**src/rtl/r_alu_share_arb.sv**
```systemverilog
// r_alu_share_arb: round-robin arbiter for one shared R-type ALU
// with a one-entry tagged response buffer.
module r_alu_share_arb #(
  parameter int XLEN = 32,
  parameter int TAGW = 5
) (
  input  logic            clk,
  input  logic            rst,
  input  logic            flush,
  input  logic [1:0]      req_valid,
  output logic [1:0]      req_ready,
  input  logic [4:0]      req_func0,
  input  logic [4:0]      req_func1,
  input  logic [XLEN-1:0] req_rs1_0,
  input  logic [XLEN-1:0] req_rs1_1,
  input  logic [XLEN-1:0] req_rs2_0,
  input  logic [XLEN-1:0] req_rs2_1,
  input  logic [TAGW-1:0] req_rd0,
  input  logic [TAGW-1:0] req_rd1,
  output logic [4:0]      alu_func,
  output logic [XLEN-1:0] alu_a,
  output logic [XLEN-1:0] alu_b,
  input  logic [XLEN-1:0] alu_result,
  output logic            resp_valid,
  input  logic            resp_ready,
  output logic            resp_id,
  output logic [TAGW-1:0] resp_rd,
  output logic [XLEN-1:0] resp_data,
  output logic            resp_err
);

  logic            resp_valid_q, resp_valid_d;
  logic            resp_id_q, resp_id_d;
  logic [TAGW-1:0] resp_rd_q, resp_rd_d;
  logic [XLEN-1:0] resp_data_q, resp_data_d;
  logic            resp_err_q, resp_err_d;
  logic            last_grant_q, last_grant_d;

  logic            any_req;
  logic            gnt;
  logic            can_accept;
  logic            accept;
  logic            legal;
  logic [TAGW-1:0] gnt_rd;

  // Only the ten RV32I R-type codes are executable.
  function automatic logic is_legal(input logic [4:0] f);
    case (f)
      5'b00000, 5'b10000, 5'b00001,
      5'b00010, 5'b00011, 5'b00100,
      5'b00101, 5'b10101, 5'b00110,
      5'b00111: is_legal = 1'b1;
      default:  is_legal = 1'b0;
    endcase
  endfunction

  // Round-robin grant and ALU operand steering.
  always_comb begin
    any_req = |req_valid;
    gnt     = 1'b0;
    unique case (1'b1)
      (req_valid == 2'b11): gnt = ~last_grant_q;
      (req_valid == 2'b10): gnt = 1'b1;
      default:              gnt = 1'b0;
    endcase
    can_accept = !flush && (!resp_valid_q || resp_ready);
    accept     = can_accept && any_req;
    req_ready  = {accept && gnt, accept && !gnt};
    alu_func   = gnt ? req_func1 : req_func0;
    alu_a      = gnt ? req_rs1_1 : req_rs1_0;
    alu_b      = gnt ? req_rs2_1 : req_rs2_0;
    gnt_rd     = gnt ? req_rd1 : req_rd0;
    legal      = is_legal(alu_func);
  end

  // Response buffer load, drain and flush.
  always_comb begin
    resp_valid_d = resp_valid_q;
    resp_id_d    = resp_id_q;
    resp_rd_d    = resp_rd_q;
    resp_data_d  = resp_data_q;
    resp_err_d   = resp_err_q;
    last_grant_d = last_grant_q;
    if (accept) begin
      resp_valid_d = 1'b1;
      resp_id_d    = gnt;
      resp_rd_d    = gnt_rd;
      resp_data_d  = legal ? alu_result : '0;
      resp_err_d   = !legal;
      last_grant_d = gnt;
    end else if (flush || resp_ready) begin
      resp_valid_d = 1'b0;
    end
  end

  // State registers with synchronous reset.
  always_ff @(posedge clk) begin
    if (rst) begin
      resp_valid_q <= 1'b0;
      resp_id_q    <= 1'b0;
      resp_rd_q    <= '0;
      resp_data_q  <= '0;
      resp_err_q   <= 1'b0;
      last_grant_q <= 1'b1;
    end else begin
      resp_valid_q <= resp_valid_d;
      resp_id_q    <= resp_id_d;
      resp_rd_q    <= resp_rd_d;
      resp_data_q  <= resp_data_d;
      resp_err_q   <= resp_err_d;
      last_grant_q <= last_grant_d;
    end
  end

  assign resp_valid = resp_valid_q;
  assign resp_id    = resp_id_q;
  assign resp_rd    = resp_rd_q;
  assign resp_data  = resp_data_q;
  assign resp_err   = resp_err_q;

endmodule

```
**config.mk**
```make
export PLATFORM = sky130hd
export DESIGN_NAME = r_alu_share_arb
export DESIGN_NICKNAME = d
export VERILOG_FILES = /design/src/rtl/r_alu_share_arb.sv
export SDC_FILE = /design/constraint.sdc
export NUM_CORES = 1
export LEC_CHECK = 0
export ABC_AREA = 1
export CORE_AREA = 2 2 115 117
export DETAILED_ROUTE_END_ITERATION = 7
export DIE_AREA = 0 0 117 119
export GPL_TIMING_DRIVEN = 0
export PLACE_DENSITY = 0.71
export SLEW_MARGIN = 40
export SYNTH_ARGS = -nofsm -noshare
export SYNTH_HDL_FRONTEND = slang
export SYNTH_SLANG_ARGS = --single-unit
```
**constraint.sdc**
```tcl
create_clock -name clk -period 1.8 [get_ports clk]
set_input_delay 0.36 -clock clk [delete_from_list [all_inputs] [get_ports clk]]
set_output_delay 0.36 -clock clk [all_outputs]
set_load 0.01 [all_outputs]
```
==> results of run 1 <==
## synthesized netlist by cell type (all sizes together)
master / number / area share
dfxtp: 41 / 0.33
a211oi: 1 / 0.0030
mux2i: 32 / 0.13
buf: 16 / 0.041
inv: 11 / 0.016
nand3b: 2 / 0.0060
nand3: 4 / 0.0080
nand2: 232 / 0.35
o21ai: 2 / 0.0040
or2: 2 / 0.0050
a31oi: 5 / 0.012
nor2: 35 / 0.083
a21oi: 2 / 0.0040
clkbuf: 8 / 0.012
## timing repair
| action | in CTS | in global routing |
|---|---|---|
| pin swaps | 15 | 15 |
| setup endpoints to repair | 108 | 104 |
| resized for setup | 333 | 118 |
| cloned | 2 | 3 |
| buffers inserted | 16 | 4 |
## registers in the layout, indices dropped and copies added (netlist names)
register      flops
resp_id           1
last_grant_q      1
resp_err          1
resp_rd           5
resp_data        32
resp_valid        1
## layout make-up
cell class | instances | area, µm²
timing repair buffer | 319 | 3149
multi-input combinational | 317 | 1873
fill | 1232 | 6331
clock buffer | 7 | 142.6
sequential | 41 | 824.5
tap | 176 | 220.2
inverter | 11 | 46.29
buffer | 23 | 287.8
## metal layers
metal  share of wire  routed length (µm)  GRT usage  vias up
met4           0.013                 168    0.04485        0
met5               0                   0          0        -
met1            0.38                4886     0.1840     1592
met2            0.51                6611     0.3002      174
li1                -                   -          -     1855
met3           0.092                1188    0.05038       12
## per-stage QoR
| step | utilization | power, µW | instance area, µm² | std cells | hold slack [ps] |
|---|---|---|---|---|---|
| after floorplan | - | 1507 | 2517 | 393 | 438.5 |
| after detailed placement | 0.4420 | 2403 | 5690 | 864 | 455.9 |
| after global placement | 0.4420 | 2399 | 5690 | 864 | 452.3 |
| after CTS | 0.4743 | 3359 | 6107 | 887 | 469.5 |
| final | 0.5083 | 3506 | 6544 | 894 | 462.5 |
| after global routing | 0.5083 | 3699 | 6544 | 894 | 488.8 |
## worst max-delay path: stages, from the launching register on
cell       delay (ps)
dfxtp_4           360
nand2_4            70
nand2_4            70
buf_8             130
clkbuf_16         150
bufbuf_16         270
nand2_1            50
nand2_1            50
buf_2             130
## kinds of logic (layout without fill, tap and decap cells)
kind of cell / after synthesis / in the layout / share of synthesized area
mux: 32 / 32 / 0.1272
simple gates: 275 / 275 / 0.4538
flops: 41 / 41 / 0.3260
compound gates: 10 / 10 / 0.02336
buf+inv: 35 / 360 / 0.06958
## power breakdown
part	internal, µW	switching [µW]
registers	961	30.4
logic	959	670
clock network	544	341
## path summary, 6_finish.rpt
kind	start	to
setup / recovery	last_grant_q$_SDFFE_PP1P_	alu_a[7]
setup reg to reg	last_grant_q$_SDFFE_PP1P_	resp_data[26]$_SDFFE_PP0P_
hold / removal	resp_id$_SDFFE_PP0P_	resp_id$_SDFFE_PP0P_
hold reg to reg	resp_id$_SDFFE_PP0P_	resp_id$_SDFFE_PP0P_
==> metrics, run 1 <==
status complete, but fails checks; failing checks setup timing; CTS H-tree lvls 2; Synth Area per Inst ~6.4 µm²; post-route worst setup slack -122.8 ps; relative slew slack 0.7240; IO Port Bufs about 300; Peak VDD IR 0.0005978 V; Die ar. around 0.014 mm²; data required time of the worst path between 1000 and 1500 ps; Die X 117 µm; Hold Path Cell Cnt 2; pre-CTS setup slack -1295 ps; routability cong. slightly below 0.9; fin nets 904; Yosys warnings 0; initial antenna violation count 0; R2R depth 14; die height ~120 µm; GRT overflow 0; Syn Inst Count 393; crit share post-route 1.068; CP Capture Type primary output; FP Rows 42; CP startpoint kind flip-flop; area grow syn2layout 159.9%; initial core utilization 0.1955; CTS tree yes; max-cap violation count 0; # clock sinks 41; sequential element share of the synthesized area 0.3260; crit path max fanout 6; Worst Hold Class flip-flop to flip-flop; # IOs 297; DPL Wire Length 9.883 mm; commonest non-fill, non-tap cell in the layout clkdlybuf4s50_1; cell area power density 535.8 mW/mm²; first-pass GRT wire length approximately 18 mm; Worst-Skew Late Latency about 280 ps; Root Buffer Master clkbuf_16; Final Hold Fails 0; Net Count, Synth roughly 580; LEAKAGE ~0.003 µW; CTS clock-pin slew for the worst setup and hold paths 60 ps; Fmax 520.1 MHz; WS Path Type flip-flop to primary output; total routed wirelength ~13 mm; unrepaired setup endpoints after global routing yes; post-layout min period between 1500 and 2000 ps; core area between 0.01 and 0.015 mm²; CP arrival ~1600 ps; commonest non-fill, non-tap cells in the layout 221 x clkdlybuf4s50_1, 182 x nand2_1, 40 x dfxtp_1, 36 x nand2_2; DRC 0; Pins Over Slew Limit 0; routed vias/inst between 4 and 5; GRT Util Overall 0.1654; share of layout cells above drive strength 1 0.2967; drt pass-1 iters 4; post-synthesis cell type count 21; pin count of the biggest net entering global routing 12; n_diodes 0; setup TNS -5450 ps; worst reg-to-reg setup slack -60 ps; Slew @ Worst Pin 413.9 ps; First DRT Iteration DRCs between 100 and 150; Mapped Area around 0.0025 mm²; post-route antenna net violation count 0; CTS buffer count 5; final setup violation count 74; via count around 3600; post-synthesis register bit count 41; hold_buf cts 0; Bufs on Longest Clock Path 2; wire per inst around 14 µm; clk_skew ~3.5 ps; number of global-route vias before repair approximately 3500
(Power assumes the default switching activity.)
==> run 2, diff against run 1 <==
--- a/config.mk
+++ b/config.mk
@@ -7,6 +7,7 @@
 export LEC_CHECK = 0
 export ABC_AREA = 1
 export CORE_AREA = 2 2 115 117
+export CTS_CLUSTER_DIAMETER = 50
 export DETAILED_ROUTE_END_ITERATION = 7
 export DIE_AREA = 0 0 117 119
 export GPL_TIMING_DRIVEN = 0
==> results of run 2 <==
No change in the layout: final DEF, timing and power equal those of run 1.
